**src/rtl/usb_pkg.sv**
```systemverilog
// Shared USB transmit definitions: packet codes, scheduler FSM states and a
// small elaboration-time helper.
package usb_pkg;

  typedef enum logic [1:0] {
    PKT_DATA0 = 2'd0,
    PKT_ACK   = 2'd1,
    PKT_NAK   = 2'd2,
    PKT_STALL = 2'd3
  } pkt_t;

  typedef enum logic [2:0] {
    ST_IDLE     = 3'd0,
    ST_START    = 3'd1,
    ST_WAIT_ACT = 3'd2,
    ST_ACTIVE   = 3'd3,
    ST_GAP      = 3'd4
  } state_t;

  function automatic int max_int(input int a, input int b);
    return (a > b) ? a : b;
  endfunction

endpackage

```
**src/rtl/flex_counter.sv**
```systemverilog
// Free-running up counter with synchronous clear; the owner decides when the
// count is meaningful and when it expires.
module flex_counter #(
  parameter int WIDTH = 4
) (
  input  logic             clk,
  input  logic             n_rst,
  input  logic             clear,
  input  logic             count_enable,
  output logic [WIDTH-1:0] count
);

  always_ff @(posedge clk) begin
    if (!n_rst) begin
      count <= '0;
    end else if (clear) begin
      count <= '0;
    end else if (count_enable) begin
      count <= count + WIDTH'(1);
    end
  end

endmodule

```
**src/rtl/tx_packet_scheduler.sv**
```systemverilog
// Arbitrates handshake and DATA0 requests onto the TX serializer, supervises
// the start timeout and enforces the inter-packet gap.
module tx_packet_scheduler
  import usb_pkg::*;
#(
  parameter int START_TIMEOUT = 8,
  parameter int IPG_CYCLES    = 16
) (
  input  logic       clk,
  input  logic       n_rst,
  input  logic       hs_req,
  input  logic [1:0] hs_type,
  input  logic       data_req,
  input  logic [6:0] Buffer_Occupancy,
  input  logic       TX_Transfer_Active,
  input  logic       TX_Error,
  output logic       TX_Start,
  output logic [1:0] TX_Packet,
  output logic       hs_done,
  output logic       data_done,
  output logic       data_naked,
  output logic       tx_fault,
  output logic       busy,
  output logic [2:0] fsm_state
);

  localparam int CNT_W = $clog2(max_int(START_TIMEOUT, IPG_CYCLES)) + 1;
  localparam logic [CNT_W-1:0] TIMEOUT_LAST = CNT_W'(START_TIMEOUT - 1);
  localparam logic [CNT_W-1:0] IPG_LAST     = CNT_W'(IPG_CYCLES - 1);

  state_t           state;
  state_t           next_state;
  logic             hs_pend;
  logic             data_pend;
  logic [1:0]       hs_type_q;
  pkt_t             pkt_q;
  logic             is_data;
  logic             naked;
  logic             err_seen;
  logic             grant_hs;
  logic             grant_data;
  logic             cnt_clear;
  logic             cnt_en;
  logic [CNT_W-1:0] count;

  // IDLE always moves to START when anything is pending, so a grant is
  // exactly the IDLE->START transition.
  assign grant_hs   = (state == ST_IDLE) && hs_pend;
  assign grant_data = (state == ST_IDLE) && !hs_pend && data_pend;

  assign cnt_clear = (next_state != state);
  assign cnt_en    = (state == ST_WAIT_ACT) || (state == ST_GAP);

  flex_counter #(
    .WIDTH(CNT_W)
  ) u_timer (
    .clk         (clk),
    .n_rst       (n_rst),
    .clear       (cnt_clear),
    .count_enable(cnt_en),
    .count       (count)
  );

  always_ff @(posedge clk) begin
    if (!n_rst) begin
      state <= ST_IDLE;
    end else begin
      state <= next_state;
    end
  end

  always_comb begin
    next_state = state;
    case (state)
      ST_IDLE: begin
        if (hs_pend || data_pend) next_state = ST_START;
      end
      ST_START: next_state = ST_WAIT_ACT;
      ST_WAIT_ACT: begin
        // A late TX_Transfer_Active in the final timeout cycle still wins.
        if (TX_Transfer_Active)          next_state = ST_ACTIVE;
        else if (count == TIMEOUT_LAST)  next_state = ST_GAP;
      end
      ST_ACTIVE: begin
        if (!TX_Transfer_Active) next_state = ST_GAP;
      end
      ST_GAP: begin
        if (count == IPG_LAST) next_state = ST_IDLE;
      end
      default: next_state = ST_IDLE;
    endcase
  end

  always_comb begin
    TX_Start   = 1'b0;
    hs_done    = 1'b0;
    data_done  = 1'b0;
    data_naked = 1'b0;
    tx_fault   = 1'b0;
    case (state)
      ST_START: TX_Start = 1'b1;
      ST_WAIT_ACT: begin
        tx_fault = !TX_Transfer_Active && (count == TIMEOUT_LAST);
      end
      ST_ACTIVE: begin
        tx_fault = TX_Error && !err_seen;
        if (!TX_Transfer_Active) begin
          hs_done    = !is_data;
          data_done  = is_data;
          data_naked = is_data && naked;
        end
      end
      default: ;
    endcase
  end

  assign busy      = (state != ST_IDLE);
  assign fsm_state = state;
  assign TX_Packet = pkt_q;

  // A pulse in the grant cycle re-arms its flag because the OR term wins.
  always_ff @(posedge clk) begin
    if (!n_rst) begin
      hs_pend   <= 1'b0;
      data_pend <= 1'b0;
      hs_type_q <= 2'd0;
      pkt_q     <= PKT_DATA0;
      is_data   <= 1'b0;
      naked     <= 1'b0;
      err_seen  <= 1'b0;
    end else begin
      hs_pend   <= hs_req   | (hs_pend   & ~grant_hs);
      data_pend <= data_req | (data_pend & ~grant_data);
      if (hs_req) hs_type_q <= hs_type;

      if (grant_hs) begin
        pkt_q   <= pkt_t'(hs_type_q);
        is_data <= 1'b0;
        naked   <= 1'b0;
      end else if (grant_data) begin
        is_data <= 1'b1;
        if (Buffer_Occupancy == 7'd0) begin
          pkt_q <= PKT_NAK;
          naked <= 1'b1;
        end else begin
          pkt_q <= PKT_DATA0;
          naked <= 1'b0;
        end
      end

      // One fault pulse per packet even if TX_Error stays high.
      if (state == ST_START) begin
        err_seen <= 1'b0;
      end else if (state == ST_ACTIVE && TX_Error) begin
        err_seen <= 1'b1;
      end
    end
  end

endmodule
```
**config.mk**
```make
export PLATFORM = sky130hd
export DESIGN_NAME = tx_packet_scheduler
export DESIGN_NICKNAME = d
export VERILOG_FILES = /design/src/rtl/usb_pkg.sv /design/src/rtl/flex_counter.sv /design/src/rtl/tx_packet_scheduler.sv
export SDC_FILE = /design/constraint.sdc
export NUM_CORES = 1
export LEC_CHECK = 0
export ABC_AREA = 1
export CAP_MARGIN = 20
export CORE_UTILIZATION = 44
export DETAILED_ROUTE_END_ITERATION = 8
export GPL_TIMING_DRIVEN = 0
export PLACE_DENSITY = 0.76
export SLEW_MARGIN = 20
export SYNTH_ARGS = -nofsm -noshare
export SYNTH_HDL_FRONTEND = slang
export SYNTH_SLANG_ARGS = --single-unit
```
**constraint.sdc**
```tcl
create_clock -name clk -period 1.7 [get_ports clk]
set_input_delay 0.51 -clock clk [delete_from_list [all_inputs] [get_ports clk]]
set_output_delay 0.51 -clock clk [all_outputs]
set_load 0.03 [all_outputs]
```
==> results of run 1 <==
==> what timing repair did <==
| item | CTS | global route |
|---|---|---|
| pin swaps | 2 | 4 |
| endpoints found under the hold margin | 0 | 0 |
| gates resized for setup | 47 | 19 |
| setup endpoints to repair | 11 | 12 |
| buffers inserted | 4 | 2 |
==> cells in the final DEF, fill, tap and decap left out, drive strengths merged <==
cell / count
clkinv: 1
dfxtp: 17
clkbuf: 5
a211oi: 1
xnor2: 2
nor3b: 1
xor2: 1
buf: 11
nand3: 9
o21ai: 6
nor3: 2
dlygate4sd2: 4
ha: 2
a21oi: 7
nand2: 27
nand4: 3
mux2i: 1
clkdlybuf4s15: 1
nor2: 15
clkdlybuf4s50: 13
a31oi: 1
inv: 23
nor4: 1
==> area by class of cell <==
cell class | count | area, um^2 | area share
clock buffers | 3 | 22.5 | 0.0182
clock inverters | 1 | 5.00 | 0.00405
inverters | 23 | 86.3 | 0.0699
multi-input cells | 79 | 464 | 0.376
flip-flops and latches | 17 | 354 | 0.287
well taps | 25 | 31.3 | 0.0253
repair buffers | 31 | 272 | 0.220
==> power by group through the flow <==
stage	Combinational, W	Clock, W	Sequential [W]
after CTS	0.000235	0.000228	0.000436
after detailed placement	0.000229	0	0.000446
after global placement	0.000228	0	0.000445
after floorplan	0.000120	0	0.000460
after global routing	0.000279	0.000247	0.000444
final	0.000257	0.000222	0.000442
==> registers in the layout, indices dropped and copies added (netlist names) <==
register,count
err_seen,1
u_timer.count,5
naked,1
fsm_state,3
hs_type_q,2
is_data,1
TX_Packet,2
data_pend,1
hs_pend,1
==> through the flow <==
step / TNS, ps / total power (W) / std cells / setup slack (ps)
floorplan: -346 / 0.000580 / 119 / -136
detailed placement: -4040 / 0.000674 / 169 / -869
global placement: -3960 / 0.000673 / 169 / -871
global route: -819 / 0.000970 / 179 / -178
finish: -427 / 0.000921 / 179 / -129
CTS: -505 / 0.000899 / 177 / -135
==> worst max-delay path: cells and delay by family, from the launching register on <==
| kind | cells | cell delay, ps |
|---|---|---|
| buf+inv | 1 | 180 |
| flops | 1 | 400 |
| simple gates | 4 | 440 |
==> routing by layer <==
| metal | global-route usage | wire, um | vias to the layer above | part of all wire |
|---|---|---|---|---|
| li1 | - | - | 445 | - |
| met1 | 0.248 | 858 | 399 | 0.43 |
| met5 | 0 | 0 | - | 0 |
| met4 | 0.0970 | 25 | 0 | 0.012 |
| met3 | 0.0357 | 95 | 4 | 0.047 |
| met2 | 0.309 | 1040 | 30 | 0.51 |
==> cell families after synthesis <==
logic type	Yosys count	share of synthesized area
fa+ha+maj	2	0.0302
buf+inv	23	0.104
compound gates	15	0.0952
simple gates	58	0.316
xor+xnor	3	0.0317
mux	1	0.0121
flops	17	0.411
==> worst max-delay path by stage <==
stage	startpoint	cells past startpoint	end	slack (ps)
floorplan	fsm_state[1]	4	data_naked	-140
global placement	TX_Transfer_Active	7	tx_fault	-870
detailed placement	TX_Transfer_Active	7	tx_fault	-870
CTS	fsm_state[1]	3	busy	-130
global route	fsm_state[1]	5	data_naked	-180
finish	fsm_state[1]	5	data_naked	-130
==> out/metrics.csv, run 1 <==
stage;metric;value;unit
die;ios;26;
worst_setup_path;cp_slowest_cell;dfxtp_4;
sta;post-route-min-period;1830;ps
yosys;yosysMostFrequentCell;nand2_1;
hold_path;hold_start;hs_type_q[1];
routing;vias;878;
place;gp_congestion;0.789;
sta;fmaxAchievable;0.547;GHz
yosys;synth-main-ff-cell;dfxtp_1;
yosys;yosysSeqAreaShare;0.411;
worst_setup_path;cpMostUsedCell;nand2_4;
worst_setup_path;cpPeakStageDelay;400;ps
hold_path;hold_depth;2;
worst_setup_path;r2r-start;u_timer.count[1];
finish;final_cell_area;0.00123;mm^2
yosys;syn_area_per_cell;6.96;um^2
die;core_area;0.00175;mm^2
hold_path;min_path_type;reg2reg;
sta;rsz0062_at_grt;true;
sta;slew_viol_final;0;
worst_setup_path;rr_worst_depth;12;
yosys;ys_async_sr_fraction;0;
yosys;synth_common_cells;24 x nand2_1, 20 x inv_1, 17 x dfxtp_1;
sta;final-hold-violation-count;0;
yosys;synth_edf_count;0;
cts;worstSkewPairLatency;290;ps
sta;tightest_slew;314;ps
die;die_w;45.4;um
worst_setup_path;r2r_slack;190;ps
sta;timing.max_slew.rel_slack;0.792;
finish;n_antenna_cell;0;
sta;setup_viol;5;
finish;fillerInstances;149;
place;dp_hpwl;1330;um
routing;drc;0;
routing;avgRoutedWirePerCell;11.3;um
die;fp.dieH;45.4;um
pwr;ir_worst_vdd;543;uV
job;drv_cap;0;
pwr;p_leak;0.559;nW
cts;tritoncts;built;
finish;drive_gt1_frac;0.260;
yosys;synth_cells;119;
cts;hold_buffers;0;
worst_setup_path;crit_path_end_kind;output pin;
pwr;power.density;745;mW/mm^2
grt;grt.total_usage;0.193;
cts;clock-sinks;17;
routing;drtIter0Drc;21;
grt;grt_overflow;0;
worst_setup_path;path_cells;nand2_4, nor2_4, nand2_4, nor3b_2, buf_4;
pwr;power_frac_comb;0.280;
place;io_buffers;25;
worst_setup_path;path_max_fanout;5;
sta;setup_ws;-129;ps
sta;fin_skew;3.15;ps
cts;cts_made_buffers;3;
yosys;yosys_warnings;0;
grt;antenna_found_initial;0;
finish;syn_to_final_growth;49.1;%
worst_setup_path;critPathRequiredTime;1190;ps
hold_path;min_to;hs_type_q[1];
yosys;syn_area;828;um^2
yosys;ys_ff_latch;17;
routing;dr.pass1.iters;4;
worst_setup_path;criticalPathCategory;reg2out;
pwr;internal_power;0.000612;W
finish;nets;172;
finish;fin_util;0.708;
sta;period_share;1.08;
pwr;switchingPower;0.000308;W
worst_setup_path;r2r-end;u_timer.count[2];
worst_setup_path;arrival;1320;ps
grt;grt_start_max_net_pins;11;
yosys;yosys.area.top_type_share;0.411;
cts;cts_buffer_depth;2;
routing;via_per_inst;4.91;
pwr;p_sw_frac;0.335;
yosys;yosysTopAreaCell;dfxtp_1;
yosys;netlist_top_cells_area;dfxtp_1 41%, nand2_1 11%, inv_1 9.1%;
outcome;violations;setup timing;
place;placed_area;0.00112;mm^2
routing;wirelength;2020;um
yosys;syn-num-nets;136;
pwr;clkPwrFrac;0.241;
outcome;status;finished with violations;
cts;path_clk_slew;100;ps
die;dieArea;0.00206;mm^2
cts;cts_max_level;1;
die;std_cell_rows;15;
pwr;p_seq_frac;0.480;
routing;ant_nets;0;
grt;grt_first_pass_wirelength;2870;um
sta;hold_slack;462;ps
die;initial_core_util;0.475;
yosys;synth_cell_types;21;
cts;cts-root-buf;clkbuf_4;
grt;grt_pass1_vias;730;
worst_setup_path;cp-start-kind;register;
No activity file was read; power rests on OpenSTA's default activity.
==> run 2, diff against run 1 <==
- CELL_PAD_IN_SITES_DETAIL_PLACEMENT: default -> 1
- CELL_PAD_IN_SITES_GLOBAL_PLACEMENT: default -> 2
- CORE_UTILIZATION: 44 -> 23
- PLACE_DENSITY: 0.76 -> default
- PLACE_DENSITY_LB_ADDON: default -> 0.1
==> run 2 against run 1 <==
The run still ends with setup timing left. Largest cell class unchanged. Flip-flop and latch count unchanged. Largest power group unchanged. Total power up 4.1%. Sequential share of layout area down 1.4 points. Clock skew down 1.7 ps.
==> out/metrics.csv, run 2 (synthesis gave the netlist of run 1 again) <==
stage;metric;value;unit;change
sta;post-route-min-period;1780;ps;was 1830 ps
grt;grt_overflow;0;;unchanged
worst_setup_path;r2r-start;u_timer.count[1];;unchanged
finish;nets;173;;was 172
outcome;status;finished with violations;;unchanged
worst_setup_path;critPathRequiredTime;1190;ps;about the same
worst_setup_path;cp-start-kind;register;;unchanged
worst_setup_path;crit_path_end_kind;output pin;;unchanged
job;drv_cap;0;;unchanged
die;fp.dieH;62.0;um;was 45.4 um
finish;final_cell_area;0.00132;mm^2;was 0.00123 mm^2
finish;regMostFlops;u_timer.count;;unchanged
cts;cts_max_level;1;;unchanged
routing;via_per_inst;4.32;;was 4.91
pwr;power.density;729;mW/mm^2;was 745 mW/mm^2
routing;drtIter0Drc;20;;was 21
pwr;ir_worst_vdd;368;uV;was 543 uV
hold_path;hold_depth;2;;unchanged
sta;rsz0062_at_grt;true;;unchanged
finish;syn_to_final_growth;58.8;%;was 49.1%
die;initial_core_util;0.244;;was 0.475
die;core_area;0.00339;mm^2;was 0.00175 mm^2
pwr;p_leak;0.602;nW;was 0.559 nW
routing;dr.pass1.iters;4;;unchanged
cts;cts-root-buf;clkbuf_4;;unchanged
cts;cts_made_buffers;3;;unchanged
worst_setup_path;arrival;1270;ps;was 1320 ps
grt;grt_first_pass_wirelength;3590;um;was 2870 um
cts;cts_buffer_depth;2;;unchanged
sta;setup_viol;4;;was 5
grt;grt_pass1_vias;803;;was 730
outcome;violations;setup timing;;unchanged
worst_setup_path;path_cells;inv_2, nand3_2, inv_2, nand2_2, o21ai_2, buf_6;;was nand2_4, nor2_4, nand2_4, nor3b_2, buf_4
sta;period_share;1.04;;was 1.08
sta;setup_ws;-76.2;ps;was -129 ps
routing;drc;0;;unchanged
finish;largest_register_ffs;5;;unchanged
die;die_w;62.0;um;was 45.4 um
worst_setup_path;r2r_slack;160;ps;was 190 ps
worst_setup_path;criticalPathCategory;reg2out;;unchanged
finish;drive_gt1_frac;0.284;;was 0.260
finish;fillerInstances;432;;was 149
worst_setup_path;r2r-end;u_timer.count[0];;was u_timer.count[2]
worst_setup_path;cp_num_buf_inv;3;;was 1
finish;n_antenna_cell;0;;unchanged
grt;grt_start_max_net_pins;10;;was 11
place;placed_area;0.00114;mm^2;was 0.00112 mm^2
finish;final_cell_mix;18 x inv_1, 18 x nand2_1, 12 x dfxtp_1, 12 x clkdlybuf4s50_1, 11 x nor2_1;;was 21 x nand2_1, 19 x inv_1, 13 x clkdlybuf4s50_1
sta;final-hold-violation-count;0;;unchanged
routing;avgRoutedWirePerCell;11.3;um;about the same
worst_setup_path;cpPeakStageDelay;400;ps;about the same
worst_setup_path;cp_slowest_cell;dfxtp_4;;unchanged
die;ios;26;;unchanged
place;gp_congestion;0.761;;was 0.789
routing;wirelength;2280;um;was 2020 um
cts;worstSkewPairLatency;290;ps;about the same
sta;timing.max_slew.rel_slack;0.740;;was 0.792
hold_path;min_path_type;reg2reg;;unchanged
sta;fmaxAchievable;0.563;GHz;was 0.547 GHz
worst_setup_path;cpMostUsedCell;inv_2;;was nand2_4
sta;fin_skew;1.41;ps;was 3.15 ps
grt;antenna_found_initial;0;;unchanged
routing;vias;869;;was 878
worst_setup_path;path_max_fanout;7;;was 5
hold_path;hold_start;hs_type_q[1];;unchanged
sta;hold_slack;463;ps;was 462 ps
die;std_cell_rows;21;;was 15
worst_setup_path;rr_worst_depth;12;;unchanged
finish;multi_input_area;490;um^2;was 464 um^2
finish;regArea;359;um^2;was 354 um^2
place;io_buffers;25;;unchanged
grt;grt.total_usage;0.128;;was 0.193
cts;clock-sinks;17;;unchanged
sta;tightest_slew;388;ps;was 314 ps
worst_setup_path;crit_family;flip-flops;;was simple AND/OR/NAND/NOR gates
sta;slew_viol_final;0;;unchanged
die;dieArea;0.00385;mm^2;was 0.00206 mm^2
routing;ant_nets;0;;unchanged
hold_path;min_to;hs_type_q[1];;unchanged
cts;tritoncts;built;;unchanged
place;dp_hpwl;1700;um;was 1330 um
cts;path_clk_slew;100;ps;about the same
-- run 2: worst max-delay path by stage --
| stage | from | endpoint | slack (ps) | cells after the start |
|---|---|---|---|---|
| 2_1_floorplan | fsm_state[1] | data_naked | -140 | 4 |
| 3_3_place_gp | TX_Transfer_Active | tx_fault | -880 | 7 |
| 3_5_place_dp | TX_Transfer_Active | tx_fault | -890 | 7 |
| 4_1_cts | u_timer.count[0] | tx_fault | -180 | 6 |
| 5_1_grt | fsm_state[1] | data_naked | -180 | 5 |
| 6_report | fsm_state[2] | tx_fault | -80 | 6 |
-- run 2: layer usage --
layer / global-route usage / vias to the layer above / wire length, um / part of all wire
li1: - / 451 / - / -
met3: 0.0373 / 2 / 69 / 0.030
met5: 0 / - / 0 / 0
met4: 0.0286 / 0 / 18 / 0.0079
met2: 0.195 / 15 / 1060 / 0.46
met1: 0.179 / 401 / 1130 / 0.50
-- run 2: repair_timing --
| item | 4_1_cts | 5_1_grt |
|---|---|---|
| hold buffers | 0 | 0 |
| buffers inserted | 0 | 7 |
| pin swaps | 4 | 5 |
| gates resized for setup | 55 | 25 |
| endpoints found under the setup margin | 11 | 12 |
-- run 2: area by class of cell --
type	count	share of cell area
clock buffer	4	0.0200
inverter	23	0.0657
multi-input combinational	79	0.373
sequential	17	0.273
tap	46	0.0438
timing repair buffer	32	0.225
-- run 2: stage by stage --
stage | setup slack (ps) | total power [W] | std cells | setup TNS [ps] | utilization
after floorplan | -136 | 0.000580 | 119 | -346 | -
after global placement | -884 | 0.000683 | 190 | -4270 | 0.338
after detailed placement | -892 | 0.000684 | 190 | -4380 | 0.338
after CTS | -184 | 0.000917 | 194 | -534 | 0.348
after global routing | -180 | 0.00102 | 201 | -563 | 0.388
final | -76.2 | 0.000958 | 201 | -177 | 0.388
-- run 2: tightest hold or removal path, cell delays in order (launching register included) --
cell	delay [ps]
dfxtp_1	310
inv_1	60
a21oi_1	60
-- run 2: where the power goes --
group / internal [W] / total, W / switching, W / leakage [nW]
Clock: 0.0000912 / 0.000224 / 0.000133 / 0.0150
Sequential: 0.000418 / 0.000438 / 0.0000203 / 0.142
Combinational: 0.000131 / 0.000296 / 0.000165 / 0.445
==> run 3, diff against run 2 <==
- HOLD_SLACK_MARGIN: default -> 0.03
==> results of run 3 <==
Same layout as run 2: the final DEF is identical, and so are final timing and power.
